### src/rtl/cache_fill_ctrl_if.sv
// Bundle of request, RAM-fetch and cache-array signals for cache_fill_ctrl.
// The slave modport is the controller view and the master modport is the environment view.
interface cache_fill_ctrl_if #(
    parameter int SizeDataMux = 64,
    parameter int AddrWidth   = 32
);
    logic                   rd_miss;
    logic                   wr_req;
    logic [AddrWidth-1:0]   addr;
    logic                   ram_req;
    logic [AddrWidth-1:0]   ram_addr;
    logic                   ram_ack;
    logic [SizeDataMux-1:0] ram_rdata;
    logic [SizeDataMux-1:0] Data_RAM;
    logic                   seleccion;
    logic                   array_we;
    logic [AddrWidth-1:0]   array_addr;
    logic                   busy;
    logic                   done;
    logic                   timeout_err;

    modport slave (
        input  rd_miss, wr_req, addr, ram_ack, ram_rdata,
        output ram_req, ram_addr, Data_RAM, seleccion, array_we,
               array_addr, busy, done, timeout_err
    );

    modport master (
        output rd_miss, wr_req, addr, ram_ack, ram_rdata,
        input  ram_req, ram_addr, Data_RAM, seleccion, array_we,
               array_addr, busy, done, timeout_err
    );
endinterface

### src/rtl/cache_fill_ctrl.sv
// Sequencer for the cache data-array mux: RAM fill on read miss, CPU write steering, bounded fetch.
// Every output is a flop or a decode of the state flops; requests seen while busy are dropped.
module cache_fill_ctrl #(
    parameter int SizeDataMux   = 64,
    parameter int AddrWidth     = 32,
    parameter int TimeoutCycles = 16
) (
    input  logic              clk,
    input  logic              rst,
    cache_fill_ctrl_if.slave  bus
);
    localparam int CntW = $clog2(TimeoutCycles + 1);

    typedef enum logic [1:0] {IDLE, REQ, WRITE, DONE} state_e;

    state_e                 state_q, state_d;
    logic [CntW-1:0]        cnt_q, cnt_d;
    logic [AddrWidth-1:0]   addr_q, addr_d;
    logic [SizeDataMux-1:0] data_q, data_d;
    logic                   sel_q, sel_d;
    logic                   terr_q, terr_d;
    logic                   last_cycle;

    assign last_cycle = (cnt_q == CntW'(TimeoutCycles - 1));

    always_ff @(posedge clk) begin
        if (rst) begin
            state_q <= IDLE;
            cnt_q   <= '0;
            addr_q  <= '0;
            data_q  <= '0;
            sel_q   <= 1'b0;
            terr_q  <= 1'b0;
        end else begin
            state_q <= state_d;
            cnt_q   <= cnt_d;
            addr_q  <= addr_d;
            data_q  <= data_d;
            sel_q   <= sel_d;
            terr_q  <= terr_d;
        end
    end

    // rd_miss has priority over wr_req when both arrive together.
    always_comb begin
        state_d = state_q;
        case (state_q)
            IDLE: begin
                if (bus.rd_miss)     state_d = REQ;
                else if (bus.wr_req) state_d = WRITE;
            end
            REQ: begin
                if (bus.ram_ack)     state_d = WRITE;
                else if (last_cycle) state_d = IDLE;
            end
            WRITE:   state_d = DONE;
            DONE:    state_d = IDLE;
            default: state_d = IDLE;
        endcase
    end

    always_comb begin
        cnt_d  = cnt_q;
        addr_d = addr_q;
        data_d = data_q;
        sel_d  = sel_q;
        terr_d = 1'b0;
        case (state_q)
            IDLE: begin
                if (bus.rd_miss) begin
                    addr_d = bus.addr;
                    cnt_d  = '0;
                end else if (bus.wr_req) begin
                    addr_d = bus.addr;
                    sel_d  = 1'b1;
                end
            end
            REQ: begin
                cnt_d = cnt_q + CntW'(1);
                if (bus.ram_ack) begin
                    data_d = bus.ram_rdata;
                    sel_d  = 1'b0;
                end else if (last_cycle) begin
                    terr_d = 1'b1;
                end
            end
            default: ;
        endcase
    end

    // Output strobes decode the registered state only, so no input reaches an output in the same cycle.
    always_comb begin
        bus.ram_req     = (state_q == REQ);
        bus.array_we    = (state_q == WRITE);
        bus.done        = (state_q == DONE);
        bus.busy        = (state_q != IDLE);
        bus.ram_addr    = addr_q;
        bus.array_addr  = addr_q;
        bus.Data_RAM    = data_q;
        bus.seleccion   = sel_q;
        bus.timeout_err = terr_q;
    end
endmodule

### src/flat_wrapper.sv
// flat-port wrapper written by rule: the top's interface ports become plain ports
module cache_fill_ctrl_flat 
#(
    parameter int SizeDataMux   = 64,
    parameter int AddrWidth     = 32,
    parameter int TimeoutCycles = 16
)
  (clk, rst, bus_rd_miss, bus_wr_req, bus_addr, bus_ram_ack, bus_ram_rdata, bus_ram_req, bus_ram_addr, bus_Data_RAM, bus_seleccion, bus_array_we, bus_array_addr, bus_busy, bus_done, bus_timeout_err);
  cache_fill_ctrl_if #(.SizeDataMux(SizeDataMux), .AddrWidth(AddrWidth)) bus_i ();
  input  logic clk;
  input  logic rst;
  input wire logic [$bits(bus_i.rd_miss)-1:0] bus_rd_miss;
  input wire logic [$bits(bus_i.wr_req)-1:0] bus_wr_req;
  input wire logic [$bits(bus_i.addr)-1:0] bus_addr;
  input wire logic [$bits(bus_i.ram_ack)-1:0] bus_ram_ack;
  input wire logic [$bits(bus_i.ram_rdata)-1:0] bus_ram_rdata;
  output wire logic [$bits(bus_i.ram_req)-1:0] bus_ram_req;
  output wire logic [$bits(bus_i.ram_addr)-1:0] bus_ram_addr;
  output wire logic [$bits(bus_i.Data_RAM)-1:0] bus_Data_RAM;
  output wire logic [$bits(bus_i.seleccion)-1:0] bus_seleccion;
  output wire logic [$bits(bus_i.array_we)-1:0] bus_array_we;
  output wire logic [$bits(bus_i.array_addr)-1:0] bus_array_addr;
  output wire logic [$bits(bus_i.busy)-1:0] bus_busy;
  output wire logic [$bits(bus_i.done)-1:0] bus_done;
  output wire logic [$bits(bus_i.timeout_err)-1:0] bus_timeout_err;
  assign bus_i.rd_miss = bus_rd_miss;
  assign bus_i.wr_req = bus_wr_req;
  assign bus_i.addr = bus_addr;
  assign bus_i.ram_ack = bus_ram_ack;
  assign bus_i.ram_rdata = bus_ram_rdata;
  assign bus_ram_req = bus_i.ram_req;
  assign bus_ram_addr = bus_i.ram_addr;
  assign bus_Data_RAM = bus_i.Data_RAM;
  assign bus_seleccion = bus_i.seleccion;
  assign bus_array_we = bus_i.array_we;
  assign bus_array_addr = bus_i.array_addr;
  assign bus_busy = bus_i.busy;
  assign bus_done = bus_i.done;
  assign bus_timeout_err = bus_i.timeout_err;
  cache_fill_ctrl #(.SizeDataMux(SizeDataMux), .AddrWidth(AddrWidth), .TimeoutCycles(TimeoutCycles)) u_core (.clk(clk), .rst(rst), .bus(bus_i));
endmodule
### config.mk
export PLATFORM = sky130hd
export DESIGN_NAME = cache_fill_ctrl_flat
export DESIGN_NICKNAME = d
export VERILOG_FILES = /design/src/rtl/cache_fill_ctrl_if.sv /design/src/rtl/cache_fill_ctrl.sv /design/src/flat_wrapper.sv
export SDC_FILE = /design/constraint.sdc
export NUM_CORES = 1
export LEC_CHECK = 0
export ABC_AREA = 1
export CORE_UTILIZATION = 30
export CTS_BUF_LIST = sky130_fd_sc_hd__clkbuf_4 sky130_fd_sc_hd__clkbuf_8
export DETAILED_ROUTE_END_ITERATION = 8
export GPL_ROUTABILITY_DRIVEN = 0
export MAX_ROUTING_LAYER = met4
export PLACE_DENSITY = 0.65
export SYNTH_ARGS = -nofsm -noshare
export SYNTH_HDL_FRONTEND = slang
export SYNTH_SLANG_ARGS = --single-unit
### constraint.sdc
create_clock -name clk -period 1.2 [get_ports clk]
set_input_delay 0.24 -clock clk [delete_from_list [all_inputs] [get_ports clk]]
set_output_delay 0.24 -clock clk [all_outputs]
set_load 0.05 [all_outputs]
==> results of run 1 <==
## flip-flops by register name (all words and copies together) (netlist names)
register                count
u_core.bus.Data_RAM        64
u_core.bus.array_addr      32
u_core.bus.seleccion        1
u_core.bus.timeout_err      1
u_core.cnt_q                5
u_core.state_q              2
## cells by family (layout without fill, tap and decap cells)
| family | Yosys count | in the layout |
|---|---|---|
| buf+inv | 84 | 306 |
| simple gates | 221 | 222 |
| fa+ha+maj | 2 | 2 |
| compound gates | 109 | 109 |
| flops | 105 | 105 |
## worst max-delay path, cell delays in order, from the launching register on
cell and delay (ns):
dfxtp_4 0.39, inv_4 0.05, nor2_4 0.10, buf_6 0.13, buf_12 0.13
## repair_timing
action                                  in CTS  in global routing
cloned                                       8                  0
endpoints found under the setup margin     169                188
pin swaps                                   31                 14
setup buffers                               15                  4
resized for setup                           88                130
## worst max path at each step
stage,to,cells after the start
2_1_floorplan,u_core.cnt_q[4]$_SDFFE_PP0P_,6
3_5_place_dp,u_core.bus.array_addr[12]$_SDFFE_PP0P_,6
3_3_place_gp,u_core.bus.array_addr[30]$_SDFFE_PP0P_,6
4_1_cts,bus_ram_req,4
5_1_grt,bus_ram_req,4
6_report,bus_ram_req,4
## routing by layer
layer / wire [microns] / GRT usage, %
met1: 5810 / 23.8
met4: 323 / 7.81
met2: 7820 / 36.6
met5: 0 / -
met3: 1100 / 5.18
## cells in the mapped netlist
cell type and instances:
nand2_1 112, dfxtp_1 105, a21oi_1 104, nand3_1 97
buf_4 40, clkbuf_1 20, buf_2 11, inv_1 9
nor2_1 6, o21ai_0 4, buf_6 2, ha_1 2
or2_1 2, buf_1 1, inv_2 1, nand3b_1 1
nor2_2 1, nor2_4 1, nor4_1 1, o21a_1 1
## metrics by stage
step                      utilization, %  area [sq um]  setup TNS [ns]  instances
after global placement              59.1          7890          -13.34        884
after global routing                67.3          8980          -13.14        920
final                               67.3          8980           -6.10        920
after floorplan                        -          4160         -0.0237        521
after detailed placement            59.1          7890          -15.64        884
after CTS                           65.1          8680          -12.82        922
## report_power, final
group          internal (mW)  switching [mW]  leakage, nW  total [mW]
logic                   2.03            2.00         2.30        4.02
registers               3.72           0.335        0.899        4.06
clock network           1.27            1.18        0.113        2.45
## area by class of cell
class                   instances  area (sq um)
clock buffers                  12           153
clock inverters                 3          65.1
fillers                       986          4370
inverters                      10          46.3
multi-input cells             333          1890
flip-flops and latches        105          2270
well taps                     176           220
repair buffers                281          4330
==> out/metrics.cfg, run 1 <==
[sta]
fin_crit_sh_pct = 117
slew_violations = 0
setup_viol = 88
post-route-min-period_ns = 1.41
skew_ns = 0.00679
relSlewSlack_pct = 77.7
hold_ws_ns = 0.0966
hold_viol_final = 0
layout_setup_ws_ns = -0.207
max_freq_mhz = 711
tightest_slew_ns = 0.335
rsz0062_at_grt = yes

[run_status]
outcome = finished with violations
violations = negative setup slack

[clock_tree]
cts_hold_buf = 0
cts_buffers = 9
cts-root-buf = clkbuf_8
cts_max_level = 3
ctsLongestPathBuffers = 2
clk_pin_slew_worst_paths_ns = 0.09
worst_skew_pair.late_latency_ns = 0.37
cts_tree = done
cts_sinks = 105

[critical_path]
critPathArrivalTime_ns = 1.17
path_class = reg2out
worstSetupEndpointType = output port
start_kind = register
critical_path.startpoint = u_core.state_q[0]$_SDFFE_PP0P_
worstPathRequired_ns = 0.96
path_max_fanout = 4
worst_r2r_endpoint = u_core.bus.Data_RAM[39]$_SDFFE_PP0P_
worst-r2r-setup-slack_ns = -0.15
r2r_start = u_core.state_q[0]$_SDFFE_PP0P_
ff2ff_path_depth = 8

[pwr]
ir_drop_uv = 796
p_leak_nw = 3.31
p_per_area_nw_per_um2 = 1170
p_total_mw = 10.5

[worst_hold_path]
hp-start = rst
min_path_type = in2reg
min_path_cells = 2
min_to = u_core.state_q[0]$_SDFFE_PP0P_

[cells_and_area]
diodes = 0
drive_above_1_share_pct = 46.1
area_growth_pct = 117
layout_commonest_cell = buf_12
final_cell_mix = 145 x buf_12, 98 x clkdlybuf4s50_1, 93 x nand2_1
nets = 843

[logic_synthesis]
synth_adder_area_share_pct = 0.604
syn_nets = 624
ys_seq_area_share_pct = 50.8
synth.area.mux_share_pct = 0
synth-simple-area-share_pct = 23.5
syn_area_sq_um = 4140
yosys_warnings = 0
synth_compound_area_share_pct = 13.2
synth_cells = 521
synth_top_family_by_area = simple AND/OR/NAND/NOR gates
synth_top_area_share_pct = 50.8
syn_avg_cell_area_sq_um = 7.95
synth_area_leader_cell = dfxtp_1
yosysUniqueCellTypes = 20
synthTopCellsByArea = dfxtp_1 51%, a21oi_1 13%, nand3_1 12%, nand2_1 10%, buf_4 7.3%
synth_xor_area_share_pct = 0
ys_ff_latch = 105

[routing]
via_count = 4503
detail-route-antenna-nets = 0
drc = 0
detail_route.iter0.violations = 342
wl_per_cell_microns = 16.4
firstDrtPassIters = 4
vias_per_cell = 4.89
totalWireLength_microns = 15100

[grt]
grt_pass1_wl_microns = 23400
grt_pass1_vias = 4605
globalRouteOverflowTotal = 0
grt_max_degree = 47
grt_util_all_layers_pct = 21.3
grt_antenna_before_repair = 0

[floorplan]
die_x_microns = 119
io_pins = 235
start_util_pct = 31.0
die_h_microns = 119
rows = 42
core_area_sq_um = 13300
die_area_sq_um = 14300

[job]
drv_cap = 0

[place]
pre_cts_slack_ns = -0.361
io_buffers = 234
place_hpwl_microns = 10500

Note: power is estimated with default switching activity, not from simulation.
==> run 2, diff against run 1 <==
--- a/config.mk
+++ b/config.mk
@@ -11,7 +11,7 @@
 export DETAILED_ROUTE_END_ITERATION = 8
 export GPL_ROUTABILITY_DRIVEN = 0
 export MAX_ROUTING_LAYER = met4
-export PLACE_DENSITY = 0.65
+export PLACE_DENSITY = 0.64
 export SYNTH_ARGS = -nofsm -noshare
 export SYNTH_HDL_FRONTEND = slang
 export SYNTH_SLANG_ARGS = --single-unit
==> constraint.sdc (replaced) <==
create_clock -name clk -period 1.8 [get_ports clk]
set_input_delay 0.36 -clock clk [delete_from_list [all_inputs] [get_ports clk]]
set_output_delay 0.36 -clock clk [all_outputs]
set_load 0.05 [all_outputs]
==> run 2 against run 1 <==
  * Largest cell class unchanged
  * Clock power shrank 43%
  * Clock skew fell by 0.0031 ns
  * Critical path depth stayed put
  * Combinational power shrank 53%
  * Total power shrank 44%
  * Global-route usage decreased by 3.2 points
  * Non-clock buffer count is 32 lower
  * The run now ends clean
==> out/metrics.cfg, run 2 (synthesis gave the netlist of run 1 again) <==
[run_status]
outcome = complete, no violations  ; was finished with violations

[routing]
drc = 0  ; unchanged
detail_route.iter0.violations = 247  ; was 342
vias_per_cell = 4.81  ; was 4.89
detail-route-antenna-nets = 0  ; unchanged
firstDrtPassIters = 4  ; unchanged
totalWireLength_microns = 13100  ; was 15,100 microns
wl_per_cell_microns = 14.8  ; was 16.4 microns
via_count = 4263  ; was 4,503

[critical_path]
ff2ff_path_depth = 6  ; was 8
critPathArrivalTime_ns = 1.32  ; was 1.17 ns
worst_r2r_endpoint = u_core.bus.Data_RAM[20]$_SDFFE_PP0P_  ; was u_core.bus.Data_RAM[39]$_SDFFE_PP0P_
worstSetupEndpointType = output port  ; unchanged
critical_path.startpoint = u_core.state_q[0]$_SDFFE_PP0P_  ; unchanged
worst-r2r-setup-slack_ns = 0.38  ; was -0.15 ns
path_class = reg2out  ; unchanged
path_max_fanout = 14  ; was 4
worstPathRequired_ns = 1.44  ; was 0.96 ns
r2r_start = u_core.state_q[0]$_SDFFE_PP0P_  ; unchanged
start_kind = register  ; unchanged
endpoint = bus_ram_req  ; unchanged

[sta]
tns_ns = 0  ; was -6.10 ns
setup_viol = 0  ; was 88
skew_ns = 0.00369  ; was 0.00679 ns
rsz0062_at_grt = no  ; was yes
slew_violations = 0  ; unchanged
tightest_slew_ns = 0.364  ; was 0.335 ns
post-route-min-period_ns = 1.68
fin_crit_sh_pct = 93.4
hold_viol_final = 0  ; unchanged
max_freq_mhz = 595
relSlewSlack_pct = 75.5  ; was 77.7%

[grt]
grt_antenna_before_repair = 0  ; unchanged
grt_pass1_vias = 3939  ; was 4,605
grt_util_all_layers_pct = 18.1  ; was 21.3%
grt_max_degree = 50  ; was 47
globalRouteOverflowTotal = 0  ; unchanged
grt_pass1_wl_microns = 19800  ; was 23,400 microns

[clock_tree]
cts_tree = done  ; unchanged
cts_sinks = 105  ; unchanged
worst_skew_pair.late_latency_ns = 0.37  ; about the same
clk_pin_slew_worst_paths_ns = 0.09  ; about the same
cts-root-buf = clkbuf_8  ; unchanged
ctsLongestPathBuffers = 2  ; unchanged
cts_max_level = 3  ; unchanged
cts_buffers = 9  ; unchanged

[pwr]
p_per_area_nw_per_um2 = 923  ; was 1170 nW/um^2
ir_drop_uv = 321  ; was 796 uV
p_leak_nw = 2.58  ; was 3.31 nW
p_total_mw = 5.86  ; was 10.5 mW

[cells_and_area]
diodes = 0  ; unchanged
nets = 810  ; was 843
fillCellCount = 1322  ; was 986
multi_input_area_sq_um = 1550  ; was 1890 sq um
area_growth_pct = 53.3  ; was 117%
stdcell_count = 887  ; was 920
largest_reg_flops = 64  ; unchanged
final_cell_mix = 140 x buf_4, 111 x nand2_1, 104 x a21oi_1, 104 x dfxtp_1, 98 x clkdlybuf4s50_1  ; was 145 x buf_12, 98 x clkdlybuf4s50_1, 93 x nand2_1
area.sequential_sq_um = 2100  ; was 2270 sq um
layout_commonest_cell = buf_4  ; was buf_12
drive_above_1_share_pct = 24.1  ; was 46.1%

[floorplan]
rows = 42  ; unchanged
die_h_microns = 119  ; unchanged
die_area_sq_um = 14300  ; unchanged
die_x_microns = 119  ; unchanged
io_pins = 235  ; unchanged
start_util_pct = 31.0  ; unchanged
core_area_sq_um = 13300  ; unchanged

[place]
io_buffers = 234  ; unchanged
dp_cells = 869  ; was 884
place_hpwl_microns = 8970  ; was 10,500 microns

[worst_hold_path]
hp-start = bus_ram_ack  ; was rst
min_path_type = in2reg  ; unchanged

[job]
drv_cap = 0  ; unchanged

-- run 2: cell count changes in the layout (fill, tap and decap cells not counted), moves of 6 or more --
cell     previous run  this run
nand2_1            93       111
a21oi_2            23         0
buf_4              20       140
dfxtp_1            24       104
a21oi_1            81       104
nand3_1            88        97
nand2_4            13         0
dfxtp_2            54         1
buf_12            145         8
buf_6              11         0
dfxtp_4            27         0
buf_16              6         0
-- run 2: worst max-delay path, stage by stage (launching register included) --
cell,delay (ns)
dfxtp_2,0.40
inv_2,0.07
nor2_4,0.16
buf_12,0.17
buf_12,0.14
-- run 2: layer usage --
| metal | vias up | global-route usage (%) | share of wire (%) |
|---|---|---|---|
| li1 | 2078 | - | - |
| met1 | 2001 | 21.4 | 42 |
| met2 | 168 | 30.5 | 50 |
| met3 | 16 | 3.33 | 6.2 |
| met4 | 0 | 6.80 | 1.7 |
| met5 | - | - | 0 |
-- run 2: how the worst min path moves through the flow --
| stage | to | cells after the start | slack (ns) |
|---|---|---|---|
| 2_1_floorplan | u_core.cnt_q[4]$_SDFFE_PP0P_ | 2 | 0.45 |
| 3_3_place_gp | u_core.bus.Data_RAM[59]$_SDFFE_PP0P_ | 2 | 0.45 |
| 3_5_place_dp | u_core.bus.Data_RAM[17]$_SDFFE_PP0P_ | 2 | 0.45 |
| 4_1_cts | u_core.bus.Data_RAM[0]$_SDFFE_PP0P_ | 3 | 0.33 |
| 5_1_grt | u_core.bus.Data_RAM[0]$_SDFFE_PP0P_ | 3 | 0.35 |
| 6_report | u_core.bus.Data_RAM[0]$_SDFFE_PP0P_ | 3 | 0.35 |
-- run 2: what timing repair did --
item,CTS,global route
gates resized for setup,1,0
hold buffers,0,0
buffers inserted,0,1
endpoints found under the setup margin,1,1
gates cloned,1,1
pin swaps,0,1
-- run 2: area by class of cell --
class / count / area share, %
multi-input cells: 332 / 24.4
inverters: 10 / 0.591
flip-flops and latches: 105 / 33.1
repair buffers: 249 / 35.5
well taps: 176 / 3.47
clock inverters: 2 / 0.197
clock buffers: 13 / 2.72
-- run 2: report_power, final --
part	leakage (nW)	internal [mW]	switching (mW)
logic	1.62	0.673	1.21
clock network	0.0949	0.624	0.779
registers	0.856	2.46	0.110
total	2.58	3.76	2.10
-- run 2: through the flow --
step	hold WS [ns]	util [%]	setup WS [ns]	cell area, sq um
floorplan	0.445	-	0.512	4140
global placement	0.449	45.7	0.168	6100
detailed placement	0.453	45.7	0.138	6100
CTS	0.329	47.3	0.0155	6320
global route	0.352	47.6	0.0228	6350
finish	0.355	47.6	0.120	6350
